[src/rtl/decode_stage.sv]
// RV32I decode/issue stage: decodes one instruction per handshake into a registered
// operand/ALU-op bundle for the execute stage.

package decode_stage_pkg;
  typedef enum logic [3:0] {
    ALU_ADD = 4'd0,  ALU_SUB = 4'd1,  ALU_SLL = 4'd2,  ALU_LT  = 4'd3,
    ALU_LTU = 4'd4,  ALU_XOR = 4'd5,  ALU_SRL = 4'd6,  ALU_SRA = 4'd7,
    ALU_OR  = 4'd8,  ALU_AND = 4'd9,  ALU_EQ  = 4'd10, ALU_NE  = 4'd11,
    ALU_GE  = 4'd12, ALU_GEU = 4'd13
  } alu_op_e;

  typedef enum logic [6:0] {
    OPC_OP     = 7'b0110011,
    OPC_OP_IMM = 7'b0010011,
    OPC_LOAD   = 7'b0000011,
    OPC_STORE  = 7'b0100011,
    OPC_BRANCH = 7'b1100011,
    OPC_LUI    = 7'b0110111,
    OPC_AUIPC  = 7'b0010111,
    OPC_JAL    = 7'b1101111,
    OPC_JALR   = 7'b1100111
  } opcode_e;
endpackage

module decode_stage
  import decode_stage_pkg::*;
#(
  parameter int unsigned XLEN = 32
) (
  input  logic            clk,
  input  logic            rst_n,
  input  logic            in_valid,
  output logic            in_ready,
  input  logic [31:0]     in_instr,
  input  logic [XLEN-1:0] in_pc,
  output logic [4:0]      rs1_addr,
  output logic [4:0]      rs2_addr,
  input  logic [XLEN-1:0] rs1_data,
  input  logic [XLEN-1:0] rs2_data,
  input  logic            flush,
  output logic            out_valid,
  input  logic            out_ready,
  output logic [XLEN-1:0] op1,
  output logic [XLEN-1:0] op2,
  output logic [3:0]      alu_ops,
  output logic [XLEN-1:0] imm,
  output logic [XLEN-1:0] pc,
  output logic [4:0]      rd,
  output logic            rd_we,
  output logic            is_branch,
  output logic            is_jal,
  output logic            is_jalr,
  output logic            mem_read,
  output logic            mem_write,
  output logic [2:0]      funct3,
  output logic            illegal
);

  logic [6:0]      w_opcode;
  logic [2:0]      w_f3;
  logic [6:0]      w_f7;
  logic [XLEN-1:0] w_imm_i, w_imm_s, w_imm_b, w_imm_u, w_imm_j;
  logic [XLEN-1:0] w_shamt_rs2, w_shamt_imm;
  logic [XLEN-1:0] w_op1, w_op2, w_imm;
  alu_op_e         w_alu;
  logic            w_we, w_br, w_jal, w_jalr, w_mr, w_mw, w_ill;
  logic            w_capture;

  logic            r_valid;
  logic [XLEN-1:0] r_op1, r_op2, r_imm, r_pc;
  alu_op_e         r_alu;
  logic [4:0]      r_rd;
  logic [2:0]      r_f3;
  logic            r_we, r_br, r_jal, r_jalr, r_mr, r_mw, r_ill;

  assign w_opcode = in_instr[6:0];
  assign w_f3     = in_instr[14:12];
  assign w_f7     = in_instr[31:25];
  assign rs1_addr = in_instr[19:15];
  assign rs2_addr = in_instr[24:20];

  assign w_imm_i = {{20{in_instr[31]}}, in_instr[31:20]};
  assign w_imm_s = {{20{in_instr[31]}}, in_instr[31:25], in_instr[11:7]};
  assign w_imm_b = {{19{in_instr[31]}}, in_instr[31], in_instr[7], in_instr[30:25],
                    in_instr[11:8], 1'b0};
  assign w_imm_u = {in_instr[31:12], 12'h000};
  assign w_imm_j = {{11{in_instr[31]}}, in_instr[31], in_instr[19:12], in_instr[20],
                    in_instr[30:21], 1'b0};

  // The ALU shifts by the full op2, so shift amounts must be masked to 5 bits here.
  assign w_shamt_rs2 = {{(XLEN-5){1'b0}}, rs2_data[4:0]};
  assign w_shamt_imm = {{(XLEN-5){1'b0}}, in_instr[24:20]};

  always_comb begin
    w_op1  = '0;
    w_op2  = '0;
    w_imm  = '0;
    w_alu  = ALU_ADD;
    w_we   = 1'b0;
    w_br   = 1'b0;
    w_jal  = 1'b0;
    w_jalr = 1'b0;
    w_mr   = 1'b0;
    w_mw   = 1'b0;
    w_ill  = 1'b0;
    case (w_opcode)
      OPC_OP: begin
        w_op1 = rs1_data;
        w_op2 = rs2_data;
        w_we  = 1'b1;
        w_ill = !((w_f7 == 7'b0000000) ||
                  (w_f7 == 7'b0100000 && (w_f3 == 3'b000 || w_f3 == 3'b101)));
        case (w_f3)
          3'b000: w_alu = w_f7[5] ? ALU_SUB : ALU_ADD;
          3'b001: begin w_alu = ALU_SLL; w_op2 = w_shamt_rs2; end
          3'b010: w_alu = ALU_LT;
          3'b011: w_alu = ALU_LTU;
          3'b100: w_alu = ALU_XOR;
          3'b101: begin w_alu = w_f7[5] ? ALU_SRA : ALU_SRL; w_op2 = w_shamt_rs2; end
          3'b110: w_alu = ALU_OR;
          default: w_alu = ALU_AND;
        endcase
      end
      OPC_OP_IMM: begin
        w_op1 = rs1_data;
        w_op2 = w_imm_i;
        w_imm = w_imm_i;
        w_we  = 1'b1;
        case (w_f3)
          3'b000: w_alu = ALU_ADD;
          3'b001: begin
            w_alu = ALU_SLL;
            w_op2 = w_shamt_imm;
            w_ill = (w_f7 != 7'b0000000);
          end
          3'b010: w_alu = ALU_LT;
          3'b011: w_alu = ALU_LTU;
          3'b100: w_alu = ALU_XOR;
          3'b101: begin
            w_alu = w_f7[5] ? ALU_SRA : ALU_SRL;
            w_op2 = w_shamt_imm;
            w_ill = !(w_f7 == 7'b0000000 || w_f7 == 7'b0100000);
          end
          3'b110: w_alu = ALU_OR;
          default: w_alu = ALU_AND;
        endcase
      end
      OPC_LOAD: begin
        w_op1 = rs1_data; w_op2 = w_imm_i; w_imm = w_imm_i; w_mr = 1'b1; w_we = 1'b1;
      end
      OPC_STORE: begin
        w_op1 = rs1_data; w_op2 = w_imm_s; w_imm = w_imm_s; w_mw = 1'b1;
      end
      OPC_BRANCH: begin
        w_op1 = rs1_data;
        w_op2 = rs2_data;
        w_imm = w_imm_b;
        w_br  = 1'b1;
        case (w_f3)
          3'b000: w_alu = ALU_EQ;
          3'b001: w_alu = ALU_NE;
          3'b100: w_alu = ALU_LT;
          3'b101: w_alu = ALU_GE;
          3'b110: w_alu = ALU_LTU;
          3'b111: w_alu = ALU_GEU;
          default: w_ill = 1'b1;
        endcase
      end
      OPC_LUI: begin
        w_op2 = w_imm_u; w_imm = w_imm_u; w_we = 1'b1;
      end
      OPC_AUIPC: begin
        w_op1 = in_pc; w_op2 = w_imm_u; w_imm = w_imm_u; w_we = 1'b1;
      end
      OPC_JAL: begin
        w_op1 = in_pc; w_op2 = XLEN'(4); w_imm = w_imm_j; w_jal = 1'b1; w_we = 1'b1;
      end
      OPC_JALR: begin
        w_op1 = in_pc; w_op2 = XLEN'(4); w_imm = w_imm_i; w_jalr = 1'b1; w_we = 1'b1;
      end
      default: w_ill = 1'b1;
    endcase
    // An illegal instruction still flows downstream but must have no side effects.
    if (w_ill) begin
      w_we   = 1'b0;
      w_br   = 1'b0;
      w_jal  = 1'b0;
      w_jalr = 1'b0;
      w_mr   = 1'b0;
      w_mw   = 1'b0;
    end
    if (in_instr[11:7] == 5'd0) w_we = 1'b0;
  end

  assign in_ready  = !r_valid || out_ready;
  assign w_capture = in_valid && in_ready && !flush;

  always_ff @(posedge clk) begin
    if (!rst_n) begin
      r_valid <= 1'b0;
      r_op1   <= '0;
      r_op2   <= '0;
      r_imm   <= '0;
      r_pc    <= '0;
      r_alu   <= ALU_ADD;
      r_rd    <= '0;
      r_f3    <= '0;
      r_we    <= 1'b0;
      r_br    <= 1'b0;
      r_jal   <= 1'b0;
      r_jalr  <= 1'b0;
      r_mr    <= 1'b0;
      r_mw    <= 1'b0;
      r_ill   <= 1'b0;
    end else if (flush) begin
      r_valid <= 1'b0;
    end else if (w_capture) begin
      r_valid <= 1'b1;
      r_op1   <= w_op1;
      r_op2   <= w_op2;
      r_imm   <= w_imm;
      r_pc    <= in_pc;
      r_alu   <= w_alu;
      r_rd    <= in_instr[11:7];
      r_f3    <= w_f3;
      r_we    <= w_we;
      r_br    <= w_br;
      r_jal   <= w_jal;
      r_jalr  <= w_jalr;
      r_mr    <= w_mr;
      r_mw    <= w_mw;
      r_ill   <= w_ill;
    end else if (out_ready) begin
      r_valid <= 1'b0;
    end
  end

  assign out_valid = r_valid;
  assign op1       = r_op1;
  assign op2       = r_op2;
  assign alu_ops   = r_alu;
  assign imm       = r_imm;
  assign pc        = r_pc;
  assign rd        = r_rd;
  assign rd_we     = r_we;
  assign is_branch = r_br;
  assign is_jal    = r_jal;
  assign is_jalr   = r_jalr;
  assign mem_read  = r_mr;
  assign mem_write = r_mw;
  assign funct3    = r_f3;
  assign illegal   = r_ill;

endmodule

[config.mk]
export PLATFORM = sky130hd
export DESIGN_NAME = decode_stage
export DESIGN_NICKNAME = d
export VERILOG_FILES = /design/src/rtl/decode_stage.sv
export SDC_FILE = /design/constraint.sdc
export NUM_CORES = 1
export LEC_CHECK = 0
export ABC_AREA = 1
export BUFFER_PORTS_ARGS = -buffer_cell sky130_fd_sc_hd__buf_2
export CAP_MARGIN = 0
export CORE_MARGIN = 1
export CORE_UTILIZATION = 50
export DETAILED_ROUTE_END_ITERATION = 6
export PLACE_DENSITY = 0.81
export SLEW_MARGIN = 20
export SYNTH_ARGS = -nofsm -noshare
export SYNTH_HDL_FRONTEND = slang
export SYNTH_SLANG_ARGS = --single-unit
export TNS_END_PERCENT = 20
[constraint.sdc]
create_clock -name clk -period 2.51 [get_ports clk]
set_clock_uncertainty 0.05 [all_clocks]
set_input_delay 0.3765 -clock clk [delete_from_list [all_inputs] [get_ports clk]]
set_output_delay 0.3765 -clock clk [all_outputs]
set_load 0.01 [all_outputs]
==> impl_metrics.env, run 1 <==
export IMPL_drive_gt1_share_pct=28.6
export IMPL_syn_num_nets=1139
export IMPL_avgSynthCellArea_um2=6.97
export IMPL_finalWorstSetupSlack_ns=0.639
export IMPL_finalSetupViolCount=0
export IMPL_cts_inserted_buffers=17
export IMPL_htree_levels=4
export IMPL_clock_latency_ns=0.42
export IMPL_critPathRequiredTime_ns=2.82
export IMPL_wl_per_cell_um=16.4
export IMPL_clk_pin_slew_ns=0.06
export IMPL_r2r_start="out_valid"
export IMPL_cts_tree="done"
export IMPL_first_iter_violations=884
export IMPL_final_setup_tns_ns=0
export IMPL_row_count=42
export IMPL_clock_sinks=148
export IMPL_cp_end_kind="flop"
export IMPL_antenna_found_initial=0
export IMPL_max_slew_margin_pct=58.2
export IMPL_peakVddDrop_mv=0.532
export IMPL_drc=0
export IMPL_place_hpwl_um=16700
export IMPL_regArea_um2=2960
export IMPL_p_int_mw=4.39
export IMPL_ys_ff_latch=148
export IMPL_synth_area_leaders="dfxtp_1 42%, nand2_1 12%, a21oi_1 7.8%"
export IMPL_syn_to_final_growth_pct=29.3
export IMPL_hold_violations=0
export IMPL_start_kind="flop"
export IMPL_p_sw_share_pct=24.5
export IMPL_die_y_um=120
export IMPL_crit_start="out_valid"
export IMPL_synth_top_flop_cell="dfxtp_1"
export IMPL_arrival_ns=2.18
export IMPL_finalCritPeriodShare_pct=74.5
export IMPL_cts_root_buf="clkbuf_16"
export IMPL_nFillCells=1225
export IMPL_rsz0062_at_grt="false"
export IMPL_nets=1383
export IMPL_synth_top_area_share_pct=42.2
export IMPL_antenna_cells=0
export IMPL_drv_cap=0
export IMPL_tightest_slew_ns=0.625
export IMPL_yosys_area_top_type="dfxtp_1"
export IMPL_synthArstFlopShare_pct=0
export IMPL_pwr_share_seq_pct=42.7
export IMPL_fp_dieW_um=120
export IMPL_gp_congestion=0.924
export IMPL_slew_viol_final=0
export IMPL_cts_setup_buffers=0
export IMPL_synth_edff_count=0
export IMPL_ant_nets=0
export IMPL_power_density_nw_per_um2=641
export IMPL_min_delay_start="flush"
export IMPL_grt_pass1_wl_um=37600
export IMPL_ys_seq_area_share_pct=42.2
export IMPL_power_leakage_nw=4.43
export IMPL_yosys_warnings=0
export IMPL_critPathKind="reg -> reg"
export IMPL_drt_pass1_iterations=6
export IMPL_grt_util_all_layers_pct=33.2
export IMPL_overflow=0
export IMPL_wirelength_um=23600
export IMPL_hp_class="in -> reg"
export IMPL_clkPwrFrac_pct=46.1
export IMPL_switching_power_mw=1.42
export IMPL_netlist_area_um2=7010
export IMPL_io_pin_count=292
export IMPL_holdBufCountCts=0
export IMPL_core_area_um2=13500
export IMPL_routed_via_density=5.55
export IMPL_vias=7989
export IMPL_synth_distinct_cells=34
export IMPL_clockBufferDepth=2
export IMPL_comb_power_share_pct=11.2
export IMPL_fmax_mhz=534
export IMPL_grt_max_degree=101
export IMPL_multi_input_area_um2=3460
export IMPL_status="finished clean"
export IMPL_start_util_pct=52.1
export IMPL_die_area_um2=14500
export IMPL_place_ws_ns=0.348
export IMPL_cts_resized=0
export IMPL_port_buffers=291
export IMPL_grt_pass1_vias=7488
export IMPL_syn_inst=1006
export IMPL_min_period_ns=1.87
export IMPL_worstPathMaxFanout=58
metrics by stage:
step	instances	area, µm²	hold slack [ns]	util (%)	total power [mW]
after floorplan	1006	7010	0.405	-	2.86
final	1439	9070	0.0992	67.4	5.81
after global routing	1439	9070	0.0886	67.4	6.00
after global placement	1407	8450	0.399	62.8	3.16
after detailed placement	1407	8450	0.402	62.8	3.17
after CTS	1439	9070	0.0857	67.4	5.82
cell families (layout without fill, tap and decap cells):
group / after synthesis / count (layout) / synth area share [%]
DFF: 148 / 148 / 42.2
buffers and inverters: 130 / 387 / 8.56
AOI/OAI and AO/OA: 267 / 267 / 21.1
and+or+nand+nor: 461 / 461 / 28.1
layout by cell type (no fill, tap or decap), types with 2 or more instances in the layout:
| cell type | netlist | layout |
|---|---|---|
| a211oi_1 | 5 | 5 |
| a21boi_0 | 2 | 2 |
| a21oi_1 | 110 | 110 |
| a21oi_2 | 4 | 4 |
| a22oi_1 | 31 | 31 |
| buf_12 | 0 | 4 |
| buf_2 | 20 | 291 |
| buf_4 | 17 | 13 |
| bufinv_16 | 0 | 4 |
| clkbuf_1 | 43 | 4 |
| clkbuf_16 | 0 | 17 |
| clkbuf_8 | 0 | 2 |
| clkinv_2 | 1 | 5 |
| dfxtp_1 | 148 | 148 |
| inv_1 | 39 | 38 |
| inv_2 | 6 | 6 |
| nand2_1 | 224 | 224 |
| nand2_2 | 4 | 4 |
| nand3_1 | 71 | 71 |
| nand3b_1 | 17 | 17 |
| nand4_1 | 12 | 12 |
| nor2_1 | 126 | 126 |
| nor2_4 | 2 | 2 |
| o211ai_1 | 6 | 6 |
| o21ai_0 | 99 | 99 |
| o21ai_1 | 5 | 5 |
power by group through the flow:
stage	Combinational (mW)	Sequential, mW	Clock (mW)
after floorplan	0.287	2.57	0
final	0.651	2.48	2.68
after detailed placement	0.644	2.53	0
after global placement	0.637	2.53	0
after CTS	0.647	2.48	2.69
after global routing	0.712	2.49	2.80
worst max-delay path: stages, from the launching register on:
cell and delay, ns:
dfxtp_1 0.32, inv_1 0.05, nor2_1 0.05, nor3_2 0.38, buf_12 0.30, buf_4 0.29, o21ai_0 0.18, a21oi_1 0.15
path summary, 6_finish.rpt:
check	end	slack, ns	depth (start not counted)
min reg2reg	imm[8]	0.41	2
max	op2[6]	0.64	7
min	out_valid	0.1	2
max reg2reg	op2[6]	0.64	7
layer usage:
layer  part of all wire (%)  track usage, %  vias to the layer above
met4                    3.8            17.5                        0
met3                    9.4            8.11                       65
met5                      0               0                        -
met1                     39            40.3                     3637
met2                     48            54.3                      445
li1                       -               -                     3842
Yosys cell counts (2+ instances only):
| library cell | instances |
|---|---|
| nand3_1 | 71 |
| nand2_1 | 224 |
| clkbuf_1 | 43 |
| o211ai_1 | 6 |
| dfxtp_1 | 148 |
| buf_4 | 17 |
| inv_1 | 39 |
| nand2_2 | 4 |
| nor2_4 | 2 |
| o21ai_1 | 5 |
| buf_6 | 3 |
| o21ai_0 | 99 |
| nand3b_1 | 17 |
| a211oi_1 | 5 |
| a21boi_0 | 2 |
| a21oi_1 | 110 |
| inv_2 | 6 |
| nand4_1 | 12 |
| a22oi_1 | 31 |
| a21oi_2 | 4 |
| buf_2 | 20 |
| nor2_1 | 126 |
final cells by class:
cell class | count | area share, %
clock buffers | 23 | 5.16
clock inverters | 9 | 1.67
inverters | 47 | 1.97
multi-input cells | 728 | 38.1
flip-flops and latches | 148 | 32.7
well taps | 176 | 2.43
repair buffers | 308 | 18.0
state kept, by name, indices dropped and copies added, names as in the netlist:
signal and count:
is_jalr 1, imm 32, mem_read 1, op2 32, rd_we 1, is_jal 1
illegal 1, rd 5, is_branch 1, mem_write 1, out_valid 1, alu_ops 4
funct3 3, op1 32, pc 32
Power figures use the tool's default switching activity.
==> run 2: changes to the inputs <==
--- a/config.mk
+++ b/config.mk
@@ -5,13 +5,13 @@
 export SDC_FILE = /design/constraint.sdc
 export NUM_CORES = 1
 export LEC_CHECK = 0
-export ABC_AREA = 1
+export ABC_AREA = 0
 export BUFFER_PORTS_ARGS = -buffer_cell sky130_fd_sc_hd__buf_2
 export CAP_MARGIN = 0
 export CORE_MARGIN = 1
-export CORE_UTILIZATION = 50
+export CORE_UTILIZATION = 47
 export DETAILED_ROUTE_END_ITERATION = 6
-export PLACE_DENSITY = 0.81
+export PLACE_DENSITY = 0.78
 export SLEW_MARGIN = 20
 export SYNTH_ARGS = -nofsm -noshare
 export SYNTH_HDL_FRONTEND = slang
==> constraint.sdc (replaced) <==
create_clock -name clk -period 1.8 [get_ports clk]
set_clock_uncertainty 0.05 [all_clocks]
set_input_delay 0.27 -clock clk [delete_from_list [all_inputs] [get_ports clk]]
set_output_delay 0.27 -clock clk [all_outputs]
set_load 0.01 [all_outputs]
==> impl_metrics.env, run 2 <==
export IMPL_status="finished clean"
export IMPL_yosys_warnings=0
export IMPL_routed_via_density=5.57
export IMPL_synth_top_flop_cell="dfxtp_1"
export IMPL_gp_congestion=0.943
export IMPL_cts_root_buf="clkbuf_16"
export IMPL_p_sw_share_pct=24.1
export IMPL_final_cell_mix="291 x buf_2, 160 x nand2_1, 148 x dfxtp_1"
export IMPL_clock_sinks=148
export IMPL_nFillCells=1142
export IMPL_ys_ff_latch=148
export IMPL_pwr_share_seq_pct=41.3
export IMPL_critical_path_max_stage_delay_ns=0.33
export IMPL_wirelength_um=21500
export IMPL_grt_util_all_layers_pct=30.3
export IMPL_grt_pass1_vias=6635
export IMPL_switching_power_mw=2.00
export IMPL_ant_nets=0
export IMPL_reg2regPathDepth=8
export IMPL_antenna_cells=0
export IMPL_clockBufferDepth=2
export IMPL_worstPathMaxFanout=28
export IMPL_avgSynthCellArea_um2=8.37
export IMPL_fmax_mhz=613
export IMPL_p_int_mw=6.28
export IMPL_start_util_pct=48.5
export IMPL_r2r_start="out_valid"
export IMPL_max_slew_margin_pct=72.6
export IMPL_peakVddDrop_mv=0.827
export IMPL_synth_top_family_by_area="compound AO/OA/AOI/OAI gates"
export IMPL_clk_pin_slew_ns=0.06
export IMPL_final_core_util_pct=67.9
export IMPL_min_period_ns=1.63
export IMPL_holdBufCountCts=0
export IMPL_worstPathCellList="nor2b_4, inv_1, nand3b_1, buf_4, and2_2, buf_12, nand2_1, o21ai_1"
export IMPL_cts_setup_buffers=0
export IMPL_cts_resized=0
export IMPL_cp_end_kind="flop"
export IMPL_overflow=0
export IMPL_ys_top_cells_by_count="160 x nand2_1, 148 x dfxtp_1, 56 x a221oi_1, 54 x o21ai_0, 48 x nor2_1"
export IMPL_r2r_end="imm[20]"
export IMPL_nets=1198
export IMPL_synthArstFlopShare_pct=0
export IMPL_clock_latency_ns=0.42
export IMPL_finalSetupViolCount=0
export IMPL_grt_pass1_wl_um=33800
export IMPL_start_kind="flop"
export IMPL_hp_class="in -> reg"
export IMPL_drc=0
export IMPL_r2r_slack_ns=0.17
export IMPL_cts_inserted_buffers=17
export IMPL_antenna_found_initial=0
export IMPL_slew_viol_final=0
export IMPL_clkPwrFrac_pct=47.4
export IMPL_power_density_nw_per_um2=916
export IMPL_netlist_area_um2=6450
export IMPL_critPathRequiredTime_ns=2.10
export IMPL_die_y_um=119
export IMPL_arrival_ns=1.93
export IMPL_final_common_cell="buf_2"
export IMPL_htree_levels=4
export IMPL_yosysMostFrequentCell="nand2_1"
export IMPL_tightest_slew_ns=0.410
export IMPL_synth_distinct_cells=58
export IMPL_yosys_area_share_simple_pct=18.7
export IMPL_path_buf_inv=3
export IMPL_synth_compound_area_share_pct=28.1
export IMPL_synth_edff_count=0
export IMPL_place_ws_ns=-0.0324
export IMPL_die_area_um2=14200
export IMPL_syn_to_final_growth_pct=40.1
export IMPL_wl_per_cell_um=17.1
export IMPL_drive_gt1_share_pct=36.9
export IMPL_synth_mux_area_share_pct=1.11
export IMPL_drv_cap=0
export IMPL_ys_seq_area_share_pct=46.0
export IMPL_grt_max_degree=53
export IMPL_finalWorstSetupSlack_ns=0.170
export IMPL_finalCritPeriodShare_pct=90.6
export IMPL_place_hpwl_um=15300
export IMPL_io_pin_count=292
export IMPL_rsz0062_at_grt="false"
export IMPL_path_delay_family="simple AND/OR/NAND/NOR gates"
export IMPL_min_delay_start="flush"
export IMPL_port_buffers=291
export IMPL_row_count=42
export IMPL_hold_path_end="out_valid"
export IMPL_core_area_um2=13300
export IMPL_critPathKind="reg -> reg"
export IMPL_fp_dieW_um=119
export IMPL_comb_power_share_pct=11.3
export IMPL_synth_xor_xnor_area_share_pct=0.136
export IMPL_power_leakage_nw=4.04
export IMPL_syn_inst=770
export IMPL_synth_top_area_share_pct=46.0
export IMPL_vias=6984
export IMPL_synth_area_leaders="dfxtp_1 46%, nand2_1 9.3%, a221oi_1 7.6%"
export IMPL_cts_tree="done"
export IMPL_hold_violations=0
export IMPL_syn_num_nets=903
export IMPL_synth_fa_ha_area_share_pct=0
export IMPL_yosys_area_top_type="dfxtp_1"
export IMPL_crit_path_top_delay_cell="dfxtp_1"
export IMPL_hold_depth=2
export IMPL_drt_pass1_iterations=5
export IMPL_first_iter_violations=549
## run 2: cell types whose count changed after synthesis, sizes merged, moves of 10 or more
cell,before,now
a21boi,3,52
a221oi,0,56
nand3,72,8
a22oi,31,15
nand4,12,2
o21ai,106,94
nand3b,17,2
inv,45,2
nor2b,0,11
nand2,229,160
a21oi,114,29
nor2,129,49
## run 2: layout make-up
cell class | instances | area [µm²] | area share, %
flip-flops and latches | 148 | 2960 | 32.8
clock buffers | 20 | 447 | 4.95
well taps | 176 | 220 | 2.44
inverters | 2 | 7.51 | 0.0831
clock inverters | 12 | 203 | 2.24
multi-input cells | 544 | 3110 | 34.5
repair buffers | 352 | 2080 | 23.0
## run 2: worst register-to-register path, stage by stage, from the launching register on
cell      delay (ns)
dfxtp_1         0.33
nor2b_4         0.19
inv_1           0.08
nand3b_1        0.15
buf_4           0.16
and2_2          0.24
buf_12          0.20
nand2_1         0.08
o21ai_1         0.08
## run 2: metrics by stage
stage                     hold WS (ns)  total power, mW  TNS, ns  cells  cell area (µm²)
after CTS                       0.0106             8.30        0   1254             9030
final                           0.0215             8.28        0   1254             9030
after detailed placement         0.386             4.41   -0.102   1222             8380
after global routing           0.00167             8.55        0   1254             9030
after floorplan                  0.296             3.92        0    770             6450
after global placement           0.378             4.40        0   1222             8380
## run 2: how the worst max path moves through the flow
stage / start / slack, ns / depth (start not counted) / endpoint
5_1_grt: out_valid / 0.03 / 8 / imm[28]
3_3_place_gp: in_instr[1] / 0.01 / 8 / imm[12]
2_1_floorplan: out_valid / 0.1 / 8 / op2[1]
6_report: out_valid / 0.17 / 8 / imm[20]
4_1_cts: out_valid / 0.11 / 8 / imm[20]
3_5_place_dp: in_instr[6] / -0.03 / 8 / op2[2]
## run 2: power groups by stage
| stage | clock network [mW] | registers, mW | logic, mW |
|---|---|---|---|
| after global routing | 4.11 | 3.43 | 1.01 |
| after detailed placement | 0 | 3.49 | 0.921 |
| after global placement | 0 | 3.49 | 0.915 |
| final | 3.92 | 3.42 | 0.932 |
| after CTS | 3.96 | 3.42 | 0.927 |
| after floorplan | 0 | 3.54 | 0.387 |
## run 2: cells by family (layout without fill, tap and decap cells)
| kind of cell | count (synthesis) | in the layout |
|---|---|---|
| AO/OA/AOI/OAI | 269 | 269 |
| AND/OR/NAND/NOR | 267 | 267 |
| flip-flops | 148 | 148 |
| buffers and inverters | 78 | 386 |
| multiplexers | 7 | 7 |
| XOR/XNOR | 1 | 1 |
## run 2: layer usage
metal  share of wire [%]  vias up  track usage, %  wire length [µm]
met5                   0        -               0                 0
met4                 2.5        0            11.5               535
met3                 8.2       37            9.58              1770
met2                  50      351            52.1             10700
met1                  40     3275            35.0              8520
li1                    -     3321               -                 -
